==> src/rtl/trace_readout.sv <==
// trace_readout
//   Drains the trace buffer and serializes its entries into a byte stream
//   for the host-side link. A start request snapshots the current entry
//   count N. When TRACE_READOUT_HDR_EN is defined, the stream begins with
//   a 2-byte little-endian count header. Each entry is then sent as
//   BITWIDTH/8 bytes, LSB first. The entry is dequeued from the trace
//   buffer as it is loaded. The stream length is always 2*HDR +
//   N*BITWIDTH/8 bytes. If the buffer runs dry mid-dump, the missing
//   entries are sent as zero padding.
//
//   Parameters:
//     BITWIDTH  trace entry width, multiple of 8
//     BITDEPTH  trace buffer holds 2**BITDEPTH entries, BITDEPTH <= 15
//
//   Configuration macro:
//     TRACE_READOUT_HDR_EN  when defined, the count header (HDR0/HDR1) is
//                           part of the stream
//
//   Ports:
//     clk, resetn   clock, synchronous active-low reset
//     start_i       begin a dump (only accepted in IDLE, not with abort_i)
//     abort_i       terminate a dump, back to IDLE without done_o
//     tb_rport_i    trace buffer head entry (combinational from its pointer)
//     tb_empty_i    trace buffer empty flag
//     tb_count_i    trace buffer entry count
//     tb_rdeq_o     dequeue strobe, one cycle per entry
//     tx_data_o     output byte
//     tx_valid_o    tx_data_o valid
//     tx_ready_i    consumer ready
//     busy_o        dump in progress
//     done_o        one-cycle pulse after the last byte was accepted
//     dbg_state     current FSM state encoding, for observation only
//
//   Handshake: a byte transfers on every cycle where tx_valid_o and
//   tx_ready_i are both high. Once tx_valid_o is raised, tx_valid_o and
//   tx_data_o hold unchanged until that transfer happens. Abort and reset
//   are the only exceptions: they drop the byte in flight.

module trace_readout #(
    parameter int BITWIDTH = 16,
    parameter int BITDEPTH = 4
) (
    input  logic                clk,
    input  logic                resetn,
    input  logic                start_i,
    input  logic                abort_i,
    input  logic [BITWIDTH-1:0] tb_rport_i,
    input  logic                tb_empty_i,
    input  logic [BITDEPTH:0]   tb_count_i,
    output logic                tb_rdeq_o,
    output logic [7:0]          tx_data_o,
    output logic                tx_valid_o,
    input  logic                tx_ready_i,
    output logic                busy_o,
    output logic                done_o,
    output logic [2:0]          dbg_state
);

    localparam int NBYTES = BITWIDTH / 8;
    localparam int IW     = (NBYTES > 1) ? $clog2(NBYTES) : 1;
    localparam logic [IW-1:0] LAST_IDX = IW'(NBYTES - 1);

    typedef enum logic [2:0] {
        IDLE  = 3'd0,
`ifdef TRACE_READOUT_HDR_EN
        HDR0  = 3'd1,
        HDR1  = 3'd2,
`endif
        LOAD  = 3'd3,
        SHIFT = 3'd4,
        DONE  = 3'd5
    } state_t;

    state_t                state, state_d;
    logic [BITDEPTH:0]     rem, rem_d;
    logic [IW-1:0]         idx, idx_d;
    logic [BITWIDTH-1:0]   shreg, shreg_d;
    logic [BITWIDTH-1:0]   load_val;
    logic [BITWIDTH-1:0]   shifted;
    logic [7:0]            tx_data_d;
    logic                  tx_valid_d;
    logic                  rdeq_d;
    logic                  busy_d;
    logic                  done_d;
    logic                  accept;
`ifdef TRACE_READOUT_HDR_EN
    logic [BITDEPTH:0]     n_q, n_d;
`endif

    assign dbg_state = state;

    // Registered next-state and output logic.
    // tb_rdeq_o is a registered output, but it must be high during the LOAD
    // cycle itself. So it is decided on the transition into LOAD: it is set
    // when entries remain to be sent and the buffer is not empty. If the
    // buffer empties in that same cycle, LOAD sends padding instead of the
    // stale head entry.
    always_comb begin
        state_d    = state;
        rem_d      = rem;
        idx_d      = idx;
        shreg_d    = shreg;
        tx_data_d  = tx_data_o;
        tx_valid_d = tx_valid_o;
        rdeq_d     = 1'b0;
        busy_d     = busy_o;
        done_d     = 1'b0;
`ifdef TRACE_READOUT_HDR_EN
        n_d        = n_q;
`endif
        accept   = tx_valid_o & tx_ready_i;
        load_val = (tb_rdeq_o && !tb_empty_i) ? tb_rport_i : '0;
        shifted  = shreg >> 8;

        case (state)
            IDLE: begin
                if (start_i && !abort_i) begin
                    rem_d  = tb_count_i;
                    busy_d = 1'b1;
`ifdef TRACE_READOUT_HDR_EN
                    n_d        = tb_count_i;
                    state_d    = HDR0;
                    tx_valid_d = 1'b1;
                    tx_data_d  = 8'(16'(tb_count_i));
`else
                    state_d = LOAD;
                    rdeq_d  = (tb_count_i != '0) && !tb_empty_i;
`endif
                end
            end
`ifdef TRACE_READOUT_HDR_EN
            HDR0: begin
                if (accept) begin
                    state_d   = HDR1;
                    tx_data_d = 8'(16'(n_q) >> 8);
                end
            end
            HDR1: begin
                if (accept) begin
                    state_d    = LOAD;
                    tx_valid_d = 1'b0;
                    rdeq_d     = (rem != '0) && !tb_empty_i;
                end
            end
`endif
            LOAD: begin
                if (rem == '0) begin
                    state_d = DONE;
                    done_d  = 1'b1;
                end else begin
                    shreg_d    = load_val;
                    tx_data_d  = load_val[7:0];
                    tx_valid_d = 1'b1;
                    rem_d      = rem - 1'b1;
                    idx_d      = '0;
                    state_d    = SHIFT;
                end
            end
            SHIFT: begin
                if (accept) begin
                    if (idx == LAST_IDX) begin
                        state_d    = LOAD;
                        tx_valid_d = 1'b0;
                        rdeq_d     = (rem != '0) && !tb_empty_i;
                    end else begin
                        shreg_d   = shifted;
                        tx_data_d = shifted[7:0];
                        idx_d     = idx + 1'b1;
                    end
                end
            end
            DONE: begin
                state_d = IDLE;
                busy_d  = 1'b0;
            end
            default: begin
                state_d = IDLE;
            end
        endcase

        // Abort wins over everything else; any byte in flight is dropped.
        if (abort_i && state != IDLE) begin
            state_d    = IDLE;
            tx_valid_d = 1'b0;
            busy_d     = 1'b0;
            rdeq_d     = 1'b0;
            done_d     = 1'b0;
        end
    end

    always_ff @(posedge clk) begin
        if (!resetn) begin
            state      <= IDLE;
            rem        <= '0;
            idx        <= '0;
            shreg      <= '0;
            tx_data_o  <= '0;
            tx_valid_o <= 1'b0;
            tb_rdeq_o  <= 1'b0;
            busy_o     <= 1'b0;
            done_o     <= 1'b0;
`ifdef TRACE_READOUT_HDR_EN
            n_q        <= '0;
`endif
        end else begin
            state      <= state_d;
            rem        <= rem_d;
            idx        <= idx_d;
            shreg      <= shreg_d;
            tx_data_o  <= tx_data_d;
            tx_valid_o <= tx_valid_d;
            tb_rdeq_o  <= rdeq_d;
            busy_o     <= busy_d;
            done_o     <= done_d;
`ifdef TRACE_READOUT_HDR_EN
            n_q        <= n_d;
`endif
        end
    end

endmodule
==> config.mk <==
export PLATFORM = sky130hd
export DESIGN_NAME = trace_readout
export DESIGN_NICKNAME = d
export VERILOG_FILES = /design/src/rtl/trace_readout.sv
export SDC_FILE = /design/constraint.sdc
export NUM_CORES = 1
export LEC_CHECK = 0
export ABC_AREA = 1
export BUFFER_PORTS_ARGS = -buffer_cell sky130_fd_sc_hd__buf_2
export CELL_PAD_IN_SITES_DETAIL_PLACEMENT = 0
export CELL_PAD_IN_SITES_GLOBAL_PLACEMENT = 1
export CORE_ASPECT_RATIO = 1.5
export CORE_MARGIN = 1.5
export CORE_UTILIZATION = 36
export CTS_CLUSTER_DIAMETER = 120
export DETAILED_ROUTE_END_ITERATION = 10
export PLACE_DENSITY_LB_ADDON = 0.1
export SLEW_MARGIN = 20
export SYNTH_ARGS = -nofsm -noshare
export SYNTH_HDL_FRONTEND = slang
export SYNTH_SLANG_ARGS = --single-unit
export TNS_END_PERCENT = 5
==> constraint.sdc <==
create_clock -name clk -period 2 [get_ports clk]
set_clock_uncertainty 0.05 [all_clocks]
set_input_delay 0.2 -clock clk [delete_from_list [all_inputs] [get_ports clk]]
set_output_delay 0.2 -clock clk [all_outputs]
set_load 0.01 [all_outputs]
==> metrics.csv, run 1 <==
metric;value;unit
ys.flop_type;dfxtp_1;
critPathLaunchType;flip-flop;
drt_iter0_drc;46;
setup_tns;0;ns
utilization;0.433;
hp-class;in2reg;
die_h;84.0;um
ys_types;33;
num_rows;29;
cp.arrival;1.70;ns
rsz0062_at_grt;no;
seqCellArea;581;sq um
drv_cap;0;
clk_latency;0.28;ns
post_cts_buffers;0;
die_width;57.0;um
max_clock_freq;635;MHz
crit_path_end_kind;flip-flop;
leakagePower;0.863;nW
final-max-slew-violation-count;0;
num-nets-final;287;
slowest_delay;0.54;ns
drc;0;
async_flop_share;0;
yosysTopAreaCell;dfxtp_1;
dp_cells;298;
ant_nets;0;
netlist_instances;223;
finalWirelength;3.66;mm
power;2.07;mW
h-tree-depth;2;
grt_max_degree;21;
clkTransAtPathRegs;0.06;ns
pre_cts_ws;0.425;ns
nFillCells;463;
crit_path_max_fanout;13;
worstHoldPathCells;3;
synth-seq-area-share;0.369;
clock_sinks;29;
reg2reg_depth;6;
status;completed;
cts_max_path_buffers;2;
path_common_cell;nand2_1;
antenna_cells;0;
hold_ws;0.126;ns
io_pins;42;
start_util;0.374;
finalSetupViolCount;0;
grt_first_pass_wirelength;6.30;mm
post_cts_resized;0;
overflow;0;
tightest_slew;0.669;ns
ys_warn_count;0;
clock_tree.root_cell;clkbuf_8;
synth.ff_latch_count;29;
synth_area_leaders;dfxtp_1 37%, nand2_1 14%, nor2_1 6.7%;
vias;1463;
cp_cell_sequence;nand2_1 -> o21ai_2 -> buf_4 -> nand3_1 -> nand2_1 -> nor2_1;
hold_viol_final;0;
core_area;4210;sq um
final_area;1820;sq um
power_density;1140;nW/um^2
numCtsBuffers;5;
synth_top_cells_by_count;58 x nand2_1, 29 x dfxtp_1, 28 x nor2_1;
viasPerCell;4.80;
fin_crit_sh;0.788;
critPathRequiredTime;2.13;ns
wl_per_cell;12.0;um
finalWeightedCongestion;0.821;
io_buffers;41;
crit_type;reg2reg;
multi_input_comb_area;808;sq um
layout-drive-gt1-share;0.274;
ctsHoldBuffers;0;
syn_to_final_growth;15.9;%
dpl.hpwl;2.78;mm
dpl_cell_area;1740;sq um
worst_slack;0.425;ns
synth.most_common_cell;nand2_1;
relSlewSlack;0.554;
die_area;4780;sq um
grt_pass1_vias;1459;
fin_cells;305;
antenna_found_initial;0;
finalCriticalPeriod;1.58;ns
slowest_stage;o21ai_2;
synth_top_area_frac;0.369;
cts_tree;yes;
synth_area_per_cell;7.05;sq um
syn_nets;251;
syn_area;1570;sq um
gr-usage-all-layers;0.169;
first_pass_iters;4;
ir_drop;0.755;mV
synth_enable_flop_cells;0;
-- logic make-up (layout without fill, tap and decap cells) --
| kind of cell | Yosys count | after routing | synth area share |
|---|---|---|---|
| AO/OA/AOI/OAI | 41 | 41 | 0.154 |
| adder cells (fa/ha/maj) | 1 | 1 | 0.00795 |
| buffers and inverters | 32 | 68 | 0.117 |
| flip-flops | 29 | 29 | 0.369 |
| AND/OR/NAND/NOR | 120 | 120 | 0.352 |
-- layer usage --
metal | track usage | up-vias | routed length [um]
li1 | - | 786 | -
met2 | 0.302 | 37 | 1890
met3 | 0.0527 | 6 | 178
met1 | 0.176 | 634 | 1530
met5 | 0 | - | 0
met4 | 0.0698 | 0 | 65
-- power breakdown --
group	leakage, nW	switching [mW]	internal [mW]
clock network	0.0443	0.219	0.273
logic	0.583	0.506	0.301
registers	0.235	0.0918	0.680
total	0.863	0.818	1.25
-- area by class of cell --
cell class                      instances  area share
Timing Repair Buffer                   43       0.121
Tap cell                               46      0.0316
Clock buffer                            7      0.0474
Inverter                               18      0.0384
Multi-Input combinational cell        162       0.443
Sequential cell                        29       0.318
-- state kept, by name (all words and copies together), names as in the netlist --
name,count
dbg_state,3
shreg,9
tx_valid_o,1
busy_o,1
done_o,1
rem,5
idx,1
tb_rdeq_o,1
tx_data_o,7
-- layout by cell type, fill, tap and decap left out --
cell / n
nand2_2: 2
o31ai_1: 1
nand3_1: 18
nor3_1: 4
o22ai_1: 1
dfxtp_1: 29
a21oi_2: 6
nand2_4: 1
a211oi_1: 1
clkbuf_8: 6
clkbuf_1: 1
a21oi_1: 14
nand3b_2: 1
buf_4: 2
inv_2: 3
nor2_2: 3
nand3_2: 1
nand3_4: 1
o21ai_0: 13
nor2_4: 1
buf_2: 41
inv_1: 12
inv_4: 1
o211ai_1: 1
nand2_1: 58
ha_1: 1
o21ai_2: 1
o21ai_1: 2
nand2_8: 1
nor2_1: 28
clkinv_1: 2
nor3b_1: 1
o21a_1: 1
-- critical path, delay by kind of cell, from the launching register on --
kind | cells | cell delay (ns)
buffers and inverters | 1 | 0.27
AO/OA/AOI/OAI | 1 | 0.54
flip-flops | 1 | 0.34
AND/OR/NAND/NOR | 4 | 0.28
-- final timing paths --
check | start | endpoint | slack, ns
min | tb_rport_i[10] | shreg[10]$_SDFFE_PN0P_ | 0.13
max reg2reg | tx_valid_o$_SDFFE_PP0P_ | tx_data_o[5]$_SDFFE_PN0P_ | 0.42
max | tx_valid_o$_SDFFE_PP0P_ | tx_data_o[5]$_SDFFE_PN0P_ | 0.42
min reg2reg | shreg[11]$_SDFFE_PN0P_ | shreg[11]$_SDFFE_PN0P_ | 0.41
(Power assumes the default switching activity.)
==> inputs of run 2 (changes only) <==
==> constraint.sdc (replaced) <==
create_clock -name clk -period 1.63 [get_ports clk]
set_clock_uncertainty 0.05 [all_clocks]
set_input_delay 0.163 -clock clk [delete_from_list [all_inputs] [get_ports clk]]
set_output_delay 0.163 -clock clk [all_outputs]
set_load 0.01 [all_outputs]
==> metrics.csv, run 2 (synthesis results as in run 1) <==
metric;value;unit;change
status;completed;;unchanged
num-nets-final;289;;was 287
post_cts_buffers;0;;unchanged
hold_ws;0.0755;ns;was 0.126 ns
wl_per_cell;11.9;um;was 12.0 um
internal-power;1.60;mW;was 1.25 mW
ir_drop;0.705;mV;was 0.755 mV
cts_tree;yes;;unchanged
grt_pass1_vias;1433;;was 1459
clkTransAtPathRegs;0.07;ns;was 0.06 ns
relSlewSlack;0.695;;was 0.554
multi_input_comb_area;823;sq um;was 808 sq um
power_frac_seq;0.360;;was 0.373
rsz0062_at_grt;no;;unchanged
start_util;0.374;;unchanged
final_common_cell;nand2_1;;unchanged
cts_max_path_buffers;2;;unchanged
grt_first_pass_wirelength;6.31;mm;was 6.30 mm
setup_tns;0;ns;unchanged
critPathLaunchType;flip-flop;;unchanged
seqCellArea;581;sq um;unchanged
io_pins;42;;unchanged
nFillCells;467;;was 463
p_sw;1.03;mW;was 0.818 mW
fin_crit_sh;0.912;;was 0.788
antenna_found_initial;0;;unchanged
layout-drive-gt1-share;0.290;;was 0.274
die_width;57.0;um;unchanged
finalWeightedCongestion;0.760;;was 0.821
finalCriticalPeriod;1.49;ns;was 1.58 ns
max_clock_freq;673;MHz;was 635 MHz
grt_max_degree;19;;was 21
crit_type;reg2reg;;unchanged
gr-usage-all-layers;0.171;;was 0.169
dpl.hpwl;2.82;mm;was 2.78 mm
critPathRequiredTime;1.79;ns;was 2.13 ns
cp.arrival;1.65;ns;was 1.70 ns
finalSetupViolCount;0;;unchanged
pre_cts_ws;0.0733;ns;was 0.425 ns
finalWirelength;3.67;mm;was 3.66 mm
power_density;1410;nW/um^2;was 1140 nW/um^2
most-common-layout-cells;58 x nand2_1, 41 x buf_2, 29 x dfxtp_1, 28 x nor2_1, 18 x nand3_1;;unchanged
tightest_slew;0.457;ns;was 0.669 ns
power;2.63;mW;was 2.07 mW
antenna_cells;0;;unchanged
dpl_cell_area;1750;sq um;was 1740 sq um
largestRegisters;shreg (9), tx_data_o (7), rem (5);;unchanged
vias;1498;;was 1463
io_buffers;41;;unchanged
die_h;84.0;um;unchanged
drt_iter0_drc;66;;was 46
leakagePower;0.883;nW;was 0.863 nW
top_register;shreg;;unchanged
hold_viol_final;0;;unchanged
final_area;1870;sq um;was 1820 sq um
final-max-slew-violation-count;0;;unchanged
drc;0;;unchanged
crit_path_max_fanout;18;;was 13
sw_frac_of_total;0.392;;was 0.395
worst_slack;0.144;ns;was 0.425 ns
core_area;4210;sq um;unchanged
ant_nets;0;;unchanged
overflow;0;;unchanged
syn_to_final_growth;18.8;%;was 15.9%
crit_path_end_kind;flip-flop;;unchanged
largest_reg_flops;9;;unchanged
clock_tree.root_cell;clkbuf_8;;unchanged
first_pass_iters;4;;unchanged
combPwrFrac;0.385;;was 0.390
num_rows;29;;unchanged
drv_cap;0;;unchanged
die_area;4780;sq um;unchanged
h-tree-depth;2;;unchanged
clock_sinks;29;;unchanged
clk_latency;0.28;ns;about the same
numCtsBuffers;5;;unchanged
viasPerCell;4.86;;was 4.80
clockPowerShare;0.255;;was 0.237
hp-class;in2reg;;unchanged
[run 2: changes by cell type in the layout (fill, tap and decap cells not counted)]
cell,delta
clkinv_2,+1
o21ai_4,+1
nand2_2,-1
nand2_4,+1
buf_4,+2
o21ai_2,-1
ha_1,-1
clkbuf_8,+1
clkbuf_1,-1
ha_2,+1
[run 2: cell type report]
type | instances | area share
Inverter | 18 | 0.0375
Clock buffer | 7 | 0.0516
Tap cell | 46 | 0.0308
Clock inverter | 1 | 0.00268
Timing Repair Buffer | 45 | 0.126
Multi-Input combinational cell | 162 | 0.441
Sequential cell | 29 | 0.311
[run 2: critical path, cell delays in order, from the launching register on]
cell     delay (ns)
dfxtp_1        0.42
nor2_2         0.09
nand2_2        0.09
buf_4          0.24
nand3_4        0.10
nor2_4         0.21
nand2_1        0.09
a21oi_1        0.13
[run 2: final timing paths]
check	slack [ns]	endpoint	startpoint	cells after the start
setup / recovery	0.14	shreg[10]$_SDFFE_PN0P_	dbg_state[1]$_SDFFE_PP0P_	7
hold / removal	0.08	shreg[8]$_SDFFE_PN0P_	tb_rport_i[8]	3
setup reg to reg	0.14	shreg[10]$_SDFFE_PN0P_	dbg_state[1]$_SDFFE_PP0P_	7
hold reg to reg	0.41	shreg[8]$_SDFFE_PN0P_	shreg[8]$_SDFFE_PN0P_	2
[run 2: metal layers]
layer	GRT usage	routed length, um	vias to the layer above
met5	0	0	-
met4	0.0698	63	0
met3	0.0512	181	7
met2	0.302	1960	42
met1	0.186	1460	659
li1	-	-	790
[run 2: timing repair]
action | CTS | global route
endpoints found under the setup margin | 0 | 8
gates resized for setup | 0 | 3
hold buffers | 0 | 0
[run 2: stage by stage]
stage / util / cells
floorplan: - / 223
global placement: 0.416 / 300
detailed placement: 0.416 / 300
CTS: 0.440 / 308
finish: 0.444 / 308
global route: 0.444 / 308
[run 2: power by group through the flow]
stage	Sequential, mW	Combinational [mW]	Clock [mW]
after floorplan	0.958	0.806	0
after global placement	0.957	1.02	0
after detailed placement	0.959	1.01	0
after CTS	0.944	1.02	0.688
after global routing	0.960	1.17	0.718
final	0.946	1.01	0.669
==> inputs of run 3 (changes only) <==
--- a/config.mk
+++ b/config.mk
@@ -6,7 +6,7 @@
 export NUM_CORES = 1
 export LEC_CHECK = 0
 export ABC_AREA = 1
-export BUFFER_PORTS_ARGS = -buffer_cell sky130_fd_sc_hd__buf_2
+export BUFFER_PORTS_ARGS = -buffer_cell sky130_fd_sc_hd__buf_4
 export CELL_PAD_IN_SITES_DETAIL_PLACEMENT = 0
 export CELL_PAD_IN_SITES_GLOBAL_PLACEMENT = 1
 export CORE_ASPECT_RATIO = 1.5
==> metrics.csv, run 3 (synthesis results as in run 1) <==
metric;value;unit;change
combPwrFrac;0.410;;was 0.385
cts_max_path_buffers;2;;unchanged
layout-drive-gt1-share;0.290;;unchanged
finalWirelength;3.72;mm;was 3.67 mm
timing.rr.start;rem[0]$_SDFFE_PN0P_;;was dbg_state[1]$_SDFFE_PP0P_
power;2.73;mW;was 2.63 mW
tightest_slew;0.331;ns;was 0.457 ns
hp-start;tb_rport_i[15];;was tb_rport_i[8]
crit_path_end_kind;flip-flop;;unchanged
final_area;2010;sq um;was 1870 sq um
h-tree-depth;2;;unchanged
hold_viol_final;0;;unchanged
grt_pass1_vias;1430;;was 1433
relSlewSlack;0.778;;was 0.695
finalCriticalPeriod;1.43;ns;was 1.49 ns
dpl_cell_area;1870;sq um;was 1750 sq um
cp.arrival;1.58;ns;was 1.65 ns
ctsHoldBuffers;0;;unchanged
syn_to_final_growth;27.6;%;was 18.8%
dpl.hpwl;2.83;mm;was 2.82 mm
critPathRequiredTime;1.79;ns;about the same
largest_reg_flops;9;;unchanged
power_frac_seq;0.346;;was 0.360
internal-power;1.67;mW;was 1.60 mW
ir_drop;0.859;mV;was 0.705 mV
die_h;84.0;um;unchanged
finalWeightedCongestion;0.768;;was 0.760
worst_slack;0.203;ns;was 0.144 ns
ant_nets;0;;unchanged
clockPowerShare;0.245;;was 0.255
crit_path_max_fanout;17;;was 18
start_util;0.374;;unchanged
grt_first_pass_wirelength;6.36;mm;was 6.31 mm
wl_per_cell;12.1;um;was 11.9 um
drv_cap;0;;unchanged
io_buffers;41;;unchanged
gr-usage-all-layers;0.172;;was 0.171
die_width;57.0;um;unchanged
clock_sinks;29;;unchanged
largestRegisters;shreg (9), tx_data_o (7), rem (5);;unchanged
die_area;4780;sq um;unchanged
critPathLaunchType;flip-flop;;unchanged
first_pass_iters;4;;unchanged
top_register;shreg;;unchanged
numCtsBuffers;5;;unchanged
pre_cts_ws;0.0872;ns;was 0.0733 ns
fin_crit_sh;0.875;;was 0.912
antenna_found_initial;0;;unchanged
num-nets-final;289;;unchanged
final-max-slew-violation-count;0;;unchanged
max_clock_freq;701;MHz;was 673 MHz
power_density;1360;nW/um^2;was 1410 nW/um^2
vias;1474;;was 1498
core_area;4210;sq um;unchanged
num_rows;29;;unchanged
rsz0062_at_grt;no;;unchanged
crit_type;reg2reg;;unchanged
drc;0;;unchanged
setup_tns;0;ns;unchanged
grt_max_degree;19;;unchanged
sw_frac_of_total;0.386;;was 0.392
clk_latency;0.28;ns;about the same
io_pins;42;;unchanged
clkTransAtPathRegs;0.07;ns;about the same
drt_iter0_drc;27;;was 66
p_sw;1.05;mW;was 1.03 mW
status;completed;;unchanged
leakagePower;0.922;nW;was 0.883 nW
crit_path_start;rem[0]$_SDFFE_PN0P_;;was dbg_state[1]$_SDFFE_PP0P_
antenna_cells;0;;unchanged
viasPerCell;4.79;;was 4.86
finalSetupViolCount;0;;unchanged
final_common_cell;nand2_1;;unchanged
cts_tree;yes;;unchanged
clock_tree.root_cell;clkbuf_8;;unchanged
overflow;0;;unchanged
most-common-layout-cells;58 x nand2_1, 43 x buf_4, 29 x dfxtp_1, 28 x nor2_1, 18 x nand3_1;;was 58 x nand2_1, 41 x buf_2, 29 x dfxtp_1, 28 x nor2_1, 18 x nand3_1
hp-class;in2reg;;unchanged
==> run 3: area by class of cell <==
class,count,area (sq um)
clock buffers,7,96.3
clock inverters,1,5.00
fillers,450,2200
inverters,18,70.1
multi-input cells,162,835
flip-flops and latches,29,581
well taps,46,57.6
repair buffers,45,363
==> run 3: per-layer routing <==
layer,vias up,routed length (um),track usage
li1,792,-,-
met1,632,1500,0.185
met2,41,1980,0.315
met3,9,163,0.0388
met4,0,71,0.0655
met5,-,0,0
==> run 3: critical path: stages (launching register included) <==
cell	delay, ns
dfxtp_1	0.32
inv_1	0.12
ha_4	0.16
nand3b_2	0.13
nand2_4	0.16
nand2_8	0.13
nand2_8	0.11
nand2_1	0.05
a21oi_1	0.11
==> run 3: per-stage QoR <==
step	std cells	hold slack, ns	utilization
after CTS	307	0.0825	0.469
after global routing	308	0.0889	0.477
after floorplan	223	0.251	-
final	308	0.0890	0.477
after detailed placement	299	0.385	0.445
after global placement	299	0.382	0.445
==> run 3: final timing paths <==
path,slack (ns),to,depth (start not counted)
setup / recovery,0.20,shreg[9]$_SDFFE_PN0P_,8
hold / removal,0.09,shreg[15]$_SDFFE_PN0P_,3
setup reg to reg,0.20,shreg[9]$_SDFFE_PN0P_,8
hold reg to reg,0.41,shreg[14]$_SDFFE_PN0P_,2
==> run 3: repair_timing <==
item                       in CTS  in global routing
resized for setup               0                  4
setup endpoints to repair       0                  8
setup buffers                   0                  1
==> run 3: power by group through the flow <==
stage | Combinational (mW) | Clock, mW | Sequential [mW]
6_report | 1.12 | 0.667 | 0.942
5_1_grt | 1.29 | 0.718 | 0.961
4_1_cts | 1.10 | 0.686 | 0.943
3_5_place_dp | 1.09 | 0 | 0.957
3_3_place_gp | 1.11 | 0 | 0.956
2_1_floorplan | 0.806 | 0 | 0.958
